## src/rtl/ul4.sv

```systemverilog
// Registered bitwise logic unit: AND / OR / XOR / NOT-A on a and b, one-cycle latency.
// Optional registered zero flag on the result when UL4_ZERO_FLAG_EN is defined.
module ul4 #(
    parameter int unsigned WIDTH = 4
) (
    input  logic             clk,
    input  logic             rst_n,
    input  logic             en,
    input  logic [WIDTH-1:0] a,
    input  logic [WIDTH-1:0] b,
    input  logic [1:0]       s,
    output logic [WIDTH-1:0] out,
    output logic             out_valid
`ifdef UL4_ZERO_FLAG_EN
    ,
    output logic             zero
`endif
);

    logic [WIDTH-1:0] res;
    logic [WIDTH-1:0] out_d, out_q;
    logic             valid_d, valid_q;

    always_comb begin
        res = '0;
        unique case (s)
            2'b00: res = a & b;
            2'b01: res = a | b;
            2'b10: res = a ^ b;
            2'b11: res = ~a;
            default: res = '0;
        endcase
    end

    always_comb begin
        out_d   = en ? res : out_q;
        valid_d = en;
    end

    always_ff @(posedge clk or negedge rst_n) begin
        if (!rst_n) begin
            out_q   <= '0;
            valid_q <= 1'b0;
        end else begin
            out_q   <= out_d;
            valid_q <= valid_d;
        end
    end

    assign out       = out_q;
    assign out_valid = valid_q;

`ifdef UL4_ZERO_FLAG_EN
    logic zero_d, zero_q;

    // Tracks out_q: follows the new result when enabled, holds otherwise.
    always_comb begin
        zero_d = en ? (res == '0) : zero_q;
    end

    always_ff @(posedge clk or negedge rst_n) begin
        if (!rst_n) begin
            zero_q <= 1'b1;
        end else begin
            zero_q <= zero_d;
        end
    end

    assign zero = zero_q;
`endif

endmodule

```

## config.mk

```make
export PLATFORM = sky130hd
export DESIGN_NAME = ul4
export DESIGN_NICKNAME = d
export VERILOG_FILES = /design/src/rtl/ul4.sv
export SDC_FILE = /design/constraint.sdc
export NUM_CORES = 1
export LEC_CHECK = 0
export BUFFER_PORTS_ARGS = -buffer_cell sky130_fd_sc_hd__buf_4
export CORE_AREA = 4 4 46 48
export DETAILED_ROUTE_END_ITERATION = 6
export DIE_AREA = 0 0 50 52
export PLACE_DENSITY = 0.48
export SLEW_MARGIN = 20
export SYNTH_ARGS = -nofsm -noshare
export SYNTH_HDL_FRONTEND = slang
export SYNTH_SLANG_ARGS = --single-unit
```

## constraint.sdc

```tcl
create_clock -name clk -period 1 [get_ports clk]
set_clock_uncertainty 0.15 [all_clocks]
set_input_delay 0 -clock clk [delete_from_list [all_inputs] [get_ports clk]]
set_output_delay 0 -clock clk [all_outputs]
set_load 0.005 [all_outputs]
```

==> impl_metrics.yaml, run 1 <==
floorplanning:
  core_mm2: 0.001708
  start_util_pct: 28.72
  rows: 15
  ios: 18
  die_h_um: 52
  die-area_mm2: 0.002600
  die_x_um: 50
logic_synthesis:
  yosysMostFrequentCell: "inv_1"
  synth_warnings: 0
  yosys_register_bits: 5
  synthFlopType: "dfrtp_1"
  post_synth_instance_area_um2: 490.5
  ys_async_sr_fraction_pct: 100.0
  syn_inst: 50
  yosys-top-cells-area: "dfrtp_1 (26%), ha_1 (20%), nor2b_4 (11%)"
  ys_types: 14
  synth_top_area_share_pct: 25.51
  synth_edf_count: 0
  ys_seq_area_share_pct: 25.51
  syn_area_per_cell_um2: 9.809
  yosysTopAreaCell: "dfrtp_1"
  syn_nets: 71
  ys_top_cells_by_count: "inv_1 (12), ha_1 (8), dfrtp_1 (5)"
global_routing:
  grt_pass1_wl_um: 1559
  track_usage_pct: 8.151
  grt_pass1_vias: 361
  gr-total-overflow: 0
  antenna_found_initial: 0
  grt_max_degree: 15
timing:
  finalCriticalPeriod_ns: 0.9507
  setup_ws_ns: 0.04935
  fmax_mhz: 1052
  rsz0062_at_grt: "false"
  setup_violations: 0
  hold_viol: 2
  worst_pin_slew_ns: 0.1885
  slew-limit-headroom_pct: 87.08
  holdWs_ns: -0.004277
  fin_setup_tns_ns: 0
  final_max_slew_viol_count: 0
  final.period_utilization_pct: 95.07
finish:
  register_area_um2: 125.1
  final_cells: 101
  antennaDiodeCount: 0
  multi_input_area_um2: 309.0
  layout-drive-gt1-share_pct: 39.47
  fin_util_pct: 42.42
  nFillCells: 184
  nets: 98
  area_delta_synth_final_pct: 47.70
setup_path:
  worst-endpoint-required_ns: 0.98
  critPathKind: "primary input to flop"
  endpoint_kind: "flop"
  crit_fanout: 4
  start_kind: "primary input"
  worstPathArrival_ns: 0.93
place:
  place.port_buffers: 17
  dp_slack_ns: -0.009968
  dp.cells: 91
  dp_hpwl_um: 722.6
  gp_congestion: 0.6768
outcome:
  status: "complete, but fails checks"
  violations: "negative hold slack"
detailed_routing:
  drt_iter0_markers: 1
  drt-wirelength-per-cell_um: 9.089
  vias_per_cell: 3.970
  routed_wl_um: 918
  drt-pass1-iter-count: 3
  drt.antenna.violating_nets: 0
  num_vias: 401
  remaining_drc_errors: 0
clock_network:
  htree_levels: 1
  numCtsBuffers: 3
  clkTransAtPathRegs_ns: 0.05
  cts_tree: "yes"
  clock_sinks: 5
  clockRootBuffer: "clkbuf_4"
  clk-insertion-delay-late_ns: 0.25
  clock_path_buffers: 2
  cts_setup_buffers: 0
min_path:
  hp-class: "primary input to flop"
pwr:
  finalPower_uw: 710.2
  ir_drop_mv: 0.5860
  p_leak_nw: 0.3903
  p_per_area_mw_per_mm2: 980.3
flow_run:
  drv_cap: 0
cells in the final DEF, fill, tap and decap left out:
cell           instances
mux2i_1                2
buf_4                 17
and2b_4                4
clkbuf_4               3
ha_1                   8
o221ai_2               1
o21ai_2                1
o221ai_1               3
clkbuf_1               1
and2b_1                1
nand2_1                3
nor2b_4                4
dlygate4sd3_1          6
dfrtp_1                5
inv_1                 12
o21ai_1                5
worst paths after layout:
path                                     from            endpoint  slack [ns]  cells after the start
hold reg to reg            out[3]$_DFFE_PN0P_  out[3]$_DFFE_PN0P_        0.42                      2
min in group asynchronous               rst_n  out[3]$_DFFE_PN0P_        0.48                      3
max in group asynchronous               rst_n  out[1]$_DFFE_PN0P_        0.12                      3
setup reg to reg           out[1]$_DFFE_PN0P_  out[1]$_DFFE_PN0P_        0.19                      2
setup / recovery                           en  out[2]$_DFFE_PN0P_        0.05                      4
hold / removal                           s[1]  out[3]$_DFFE_PN0P_      -0.004                      3
worst max-delay path, cell delays in order:
cell and delay [ns]:
buf_4 0.12, nand2_1 0.14, dlygate4sd3_1 0.59, o221ai_2 0.08
metal layers:
| layer | share of wire [%] | vias up | global-route usage, % |
|---|---|---|---|
| li1 | - | 213 | - |
| met1 | 47 | 170 | 10.76 |
| met2 | 41 | 16 | 10.65 |
| met3 | 12 | 2 | 5.731 |
| met4 | 0.44 | 0 | 1.382 |
| met5 | 0 | - | 0 |
sequential cells by signal (all words and copies together), names as in the netlist:
register,count
out,4
out_valid,1
through the flow:
stage | hold slack (ns) | instance area (um^2)
after floorplan | -0.4456 | 490.5
after global placement | -0.3435 | 638.1
after detailed placement | -0.3441 | 638.1
after CTS | 0.01256 | 724.4
after global routing | 0.02993 | 724.4
final | -0.004277 | 724.4
timing repair:
item,in CTS,in global routing
endpoints found under the hold margin,10,0
hold buffers,6,0
endpoints found under the setup margin,0,2
gates resized for setup,0,2
power by group:
part	switching (mW)	internal, mW
Sequential	0.0115	0.226
Clock	0.0955	0.152
Combinational	0.0875	0.138
logic make-up after synthesis:
family / share of synthesized area (%)
AOI/OAI and AO/OA: 15.31
DFF: 25.51
and+or+nand+nor: 23.21
adders and majority gates: 20.41
muxes: 4.082
buffers and inverters: 11.48
final cells by class:
cell class / instances / share of cell area, %
inverters: 12 / 6.218
flip-flops and latches: 5 / 17.27
well taps: 25 / 4.318
clock buffers: 4 / 3.627
repair buffers: 23 / 25.91
multi-input cells: 32 / 42.66
Power figures use the tool's default switching activity.
==> run 2, diff against run 1 <==
--- a/config.mk
+++ b/config.mk
@@ -9,7 +9,6 @@
 export CORE_AREA = 4 4 46 48
 export DETAILED_ROUTE_END_ITERATION = 6
 export DIE_AREA = 0 0 50 52
-export PLACE_DENSITY = 0.48
 export SLEW_MARGIN = 20
 export SYNTH_ARGS = -nofsm -noshare
 export SYNTH_HDL_FRONTEND = slang
==> constraint.sdc (replaced) <==
create_clock -name clk -period 1.1 [get_ports clk]
set_clock_uncertainty 0.15 [all_clocks]
set_input_delay 0 -clock clk [delete_from_list [all_inputs] [get_ports clk]]
set_output_delay 0 -clock clk [all_outputs]
set_load 0.005 [all_outputs]
==> run 2 against run 1 <==
  * The run now ends clean
  * Critical path depth decreased by 1
  * Final area increased by 1.4%
  * First-iteration DRC count decreased by 100%
  * Final cell count increased by 0.99%
  * Via count increased by 5.7%
  * Sequential power decreased by 8.8%
  * Largest cell class unchanged
  * Highest routed layer unchanged
==> impl_metrics.yaml, run 2 (synthesis gave the netlist of run 1 again) <==
setup_path:
  start_kind: "primary input"
  path_cells: "dlygate4sd3_1, buf_4, dlygate4sd3_1"
  critPathKind: "primary input to asynchronous set/reset pin"
  worstPathArrival_ns: 1.30
  endpoint_kind: "asynchronous set/reset pin"
  critPathTopFamily: "buffers and inverters"
  cpPeakStageDelay_ns: 0.68
  crit_buf_inv: 3
  worst-endpoint-required_ns: 1.38
  cp_common_cell: "dlygate4sd3_1"
  critical_path.slowest_cell: "dlygate4sd3_1"
  crit_fanout: 5
timing:
  rsz0062_at_grt: "false"
  worst_pin_slew_ns: 0.2439
  finalCriticalPeriod_ns: 1.021
  final_max_slew_viol_count: 0
  fmax_mhz: 979.0
  fin_setup_tns_ns: 0
  slew-limit-headroom_pct: 83.69
  final.period_utilization_pct: 92.86
  hold_viol: 0
  setup_violations: 0
clock_network:
  htree_levels: 1
  clock_sinks: 5
  clkTransAtPathRegs_ns: 0.05
  cts_tree: "yes"
  clockRootBuffer: "clkbuf_4"
  clock_path_buffers: 2
  clk-insertion-delay-late_ns: 0.25
  numCtsBuffers: 3
global_routing:
  gr-total-overflow: 0
  track_usage_pct: 8.870
  grt_max_degree: 15
  antenna_found_initial: 0
  grt_pass1_vias: 404
  grt_pass1_wl_um: 1725
place:
  gp_congestion: 0.7039
  dp_hpwl_um: 781
  place.port_buffers: 17
detailed_routing:
  drt-wirelength-per-cell_um: 9.745
  remaining_drc_errors: 0
  drt.antenna.violating_nets: 0
  routed_wl_um: 994
  num_vias: 424
  drt_iter0_markers: 0
  vias_per_cell: 4.157
  drt-pass1-iter-count: 1
floorplanning:
  core_mm2: 0.001708
  start_util_pct: 28.72
  die_x_um: 50
  die-area_mm2: 0.002600
  ios: 18
  rows: 15
  die_h_um: 52
finish:
  nets: 99
  final_cell_mix: "buf_4 (17), inv_1 (12), ha_1 (8)"
  antennaDiodeCount: 0
  area_delta_synth_final_pct: 49.74
  largest_register_ffs: 4
  layout-drive-gt1-share_pct: 38.96
  final_common_cell: "buf_4"
pwr:
  p_per_area_mw_per_mm2: 887.0
  finalPower_uw: 651.5
  ir_drop_mv: 0.3621
  p_leak_nw: 0.3957
flow_run:
  drv_cap: 0
min_path:
  hp-class: "primary input to flop"
outcome:
  status: "complete, no violations"
==> run 2: changes by cell type in the layout (fill, tap and decap cells not counted), sizes merged <==
cell         delta
dlygate4sd3     +1
==> run 2: layout make-up <==
cell class,instances,area [um^2]
Clock buffer,4,26.28
Sequential cell,5,125.1
Tap cell,25,31.28
Timing Repair Buffer,24,197.7
Inverter,12,45.04
Fill cell,163,973.4
Multi-Input combinational cell,32,309.0
==> run 2: what timing repair did <==
action / in CTS / in global routing
hold buffers: 7 / 0
setup buffers: 0 / 0
endpoints found under the hold margin: 10 / 0
resized for setup: 0 / 0
==> run 2: worst paths after layout <==
path	from	end	slack, ns	cells past startpoint
hold / removal	a[1]	out[1]$_DFFE_PN0P_	0.02	4
hold reg to reg	out[1]$_DFFE_PN0P_	out[1]$_DFFE_PN0P_	0.43	2
setup / recovery	rst_n	out[3]$_DFFE_PN0P_	0.08	3
max in group clk	s[1]	out[3]$_DFFE_PN0P_	0.11	4
min in group asynchronous	rst_n	out[2]$_DFFE_PN0P_	0.52	3
setup reg to reg	out[0]$_DFFE_PN0P_	out[0]$_DFFE_PN0P_	0.28	2
==> run 2: metrics by stage <==
stage                     instance area (um^2)  hold WS (ns)  std cells  util (%)  setup WS, ns
after global routing                     734.5       0.04033        102     43.00       0.01146
after detailed placement                 638.1       -0.3446         91     37.36       0.05158
after floorplan                          490.5       -0.4456         50         -        0.2575
final                                    734.5       0.02156        102     43.00       0.07851
after global placement                   638.1       -0.3462         91     37.36        0.1132
after CTS                                734.5       0.02296        102     43.00       0.06518
==> run 2: worst min-delay path, cell delays in order <==
cell,delay [ns]
buf_4,0.11
inv_1,0.06
mux2i_1,0.07
o221ai_1,0.13
==> run 2: report_power, final <==
group | switching [mW] | leakage (nW) | total (mW) | internal (mW)
Combinational | 0.0826 | 0.320 | 0.210 | 0.127
Sequential | 0.0107 | 0.0607 | 0.217 | 0.206
Clock | 0.0873 | 0.0150 | 0.225 | 0.138
==> run 2: metal layers <==
| metal | wire length (um) | vias to the layer above | track usage (%) |
|---|---|---|---|
| met4 | 23 | 0 | 6.912 |
| met3 | 88 | 2 | 2.579 |
| met2 | 478 | 14 | 14.13 |
| li1 | - | 216 | - |
| met5 | 0 | - | 0 |
| met1 | 403 | 192 | 9.862 |
==> run 3, diff against run 2 <==
==> constraint.sdc (replaced) <==
create_clock -name clk -period 1.1 [get_ports clk]
set_clock_uncertainty 0.15 [all_clocks]
set_input_delay 0 -clock clk [delete_from_list [all_inputs] [get_ports clk]]
set_output_delay 0 -clock clk [all_outputs]
set_load 0.05 [all_outputs]
==> run 3 against run 2 <==
  * Routed wire length rose by 6.0%
  * Sequential power about the same
  * Sequential share of layout area up 0.14 points
  * Die area unchanged
  * Final area rose by 0.17%
  * Register-to-register slack barely moved
  * Fmax down 1.0%
==> impl_metrics.yaml, run 3 (synthesis gave the netlist of run 1 again) <==
setup_path:
  start_kind: "primary input"
  path_cells: "buf_4, dlygate4sd3_1, nand2_1, o221ai_1"
  worstPathArrival_ns: 0.99
  critPathKind: "primary input to flop"
  worstReg2RegEnd: "out[2]$_DFFE_PN0P_"
  crit_fanout: 4
  critical_path.slowest_cell: "dlygate4sd3_1"
  worst-endpoint-required_ns: 1.05
  rrSetupSlack_ns: 0.27
  reg2reg_from: "out[2]$_DFFE_PN0P_"
  cpPeakStageDelay_ns: 0.56
  reg2reg_depth: 2
  endpoint_kind: "flop"
outcome:
  status: "complete, no violations"
global_routing:
  grt_max_degree: 15
  grt_pass1_vias: 443
  track_usage_pct: 9.854
  gr-total-overflow: 0
  grt_pass1_wl_um: 1904
  antenna_found_initial: 0
pwr:
  finalPower_uw: 721.3
  p_leak_nw: 0.3945
  p_per_area_mw_per_mm2: 980.5
  internal_power_uw: 474.2
  power.share.clock_pct: 29.8
  swShare_pct: 34.27
  pwr-share-seq_pct: 30.3
  ir_drop_mv: 0.2758
  power_switching_uw: 247.2
  p_comb_share_pct: 39.9
timing:
  rsz0062_at_grt: "false"
  hold_viol: 0
  fin_setup_tns_ns: 0
  final_max_slew_viol_count: 0
  worst_pin_slew_ns: 0.2188
  slew-limit-headroom_pct: 85.36
  final.period_utilization_pct: 93.80
  setup_violations: 0
  finalCriticalPeriod_ns: 1.032
  fmax_mhz: 969.2
  setup_ws_ns: 0.06819
place:
  dp_slack_ns: 0.09213
  dp_hpwl_um: 771.8
  place.port_buffers: 17
  placed_cell_area_um2: 639.4
  gp_congestion: 0.6846
detailed_routing:
  drt_iter0_markers: 3
  vias_per_cell: 4.157
  drt-wirelength-per-cell_um: 10.33
  drt-pass1-iter-count: 2
  drt.antenna.violating_nets: 0
  routed_wl_um: 1054
  remaining_drc_errors: 0
  num_vias: 424
floorplanning:
  die_x_um: 50
  die-area_mm2: 0.002600
  rows: 15
  ios: 18
  die_h_um: 52
  start_util_pct: 28.72
  core_mm2: 0.001708
clock_network:
  clock_path_buffers: 2
  htree_levels: 1
  numCtsBuffers: 3
  cts_tree: "yes"
  clock_sinks: 5
  clockRootBuffer: "clkbuf_4"
  clkTransAtPathRegs_ns: 0.05
  clk-insertion-delay-late_ns: 0.24
finish:
  largest_register_ffs: 4
  fin_util_pct: 43.08
  area_delta_synth_final_pct: 50.00
  antennaDiodeCount: 0
  final_cell_mix: "buf_4 (17), inv_1 (12), ha_1 (8)"
  layout-drive-gt1-share_pct: 40.26
  nets: 99
  fin_area_um2: 735.7
  final_common_cell: "buf_4"
flow_run:
  drv_cap: 0
min_path:
  min_path_cells: 4
  hp-class: "primary input to flop"
  min_to: "out[1]$_DFFE_PN0P_"
  hp-start: "a[1]"
==> run 3: layout make-up <==
type,instances,area [um^2]
well taps,25,31.28
flip-flops and latches,5,126.4
clock buffers,4,26.28
repair buffers,24,197.7
multi-input cells,32,309.0
fillers,177,972.2
inverters,12,45.04
==> run 3: metrics by stage <==
stage	cells	hold slack [ns]
2_1_floorplan	50	-0.4456
5_1_grt	102	0.02838
6_report	102	0.03011
3_3_place_gp	91	-0.3461
3_5_place_dp	91	-0.3453
4_1_cts	102	0.02693
==> run 3: worst max path at each step <==
stage                                   from                 end  slack [ns]  cells after the start
after global placement                  a[2]  out[2]$_DFFE_PN0P_        0.12                      5
after global routing                      en  out[3]$_DFFE_PN0P_        0.05                      4
after floorplan           out[1]$_DFFE_PN0P_  out[1]$_DFFE_PN0P_        0.02                      2
final                                     en  out[3]$_DFFE_PN0P_        0.07                      4
after CTS                              rst_n  out[2]$_DFFE_PN0P_        0.05                      3
after detailed placement                a[2]  out[2]$_DFFE_PN0P_        0.09                      5
==> run 3: repair_timing <==
action                                  CTS  global route
setup buffers                             0             0
hold buffers                              7             1
endpoints found under the setup margin    0             5
hold endpoints to repair                 10             5
gates resized for setup                   0             0
==> run 3: power groups by stage <==
| stage | clock (mW) | combinational, mW | sequential (mW) |
|---|---|---|---|
| 6_report | 0.215 | 0.288 | 0.219 |
| 5_1_grt | 0.250 | 0.314 | 0.220 |
| 3_5_place_dp | 0 | 0.270 | 0.221 |
| 2_1_floorplan | 0 | 0.0995 | 0.296 |
| 4_1_cts | 0.225 | 0.290 | 0.218 |
| 3_3_place_gp | 0 | 0.264 | 0.220 |
==> run 3: per-layer routing <==
layer  vias to the layer above  part of all wire, %  wire (um)  GRT usage [%]
met4                         0                 0.76          8          4.147
met1                       194                   43        449          9.896
li1                        216                    -          -              -
met2                        12                   51        539          17.61
met5                         -                    0          0              0
met3                         2                  5.5         58          4.298
==> run 3: critical path: cells and delay by family <==
kind                   cells  cell delay (ns)
AO/OA/AOI/OAI              1             0.14
buffers and inverters      2             0.68
AND/OR/NAND/NOR            1             0.17
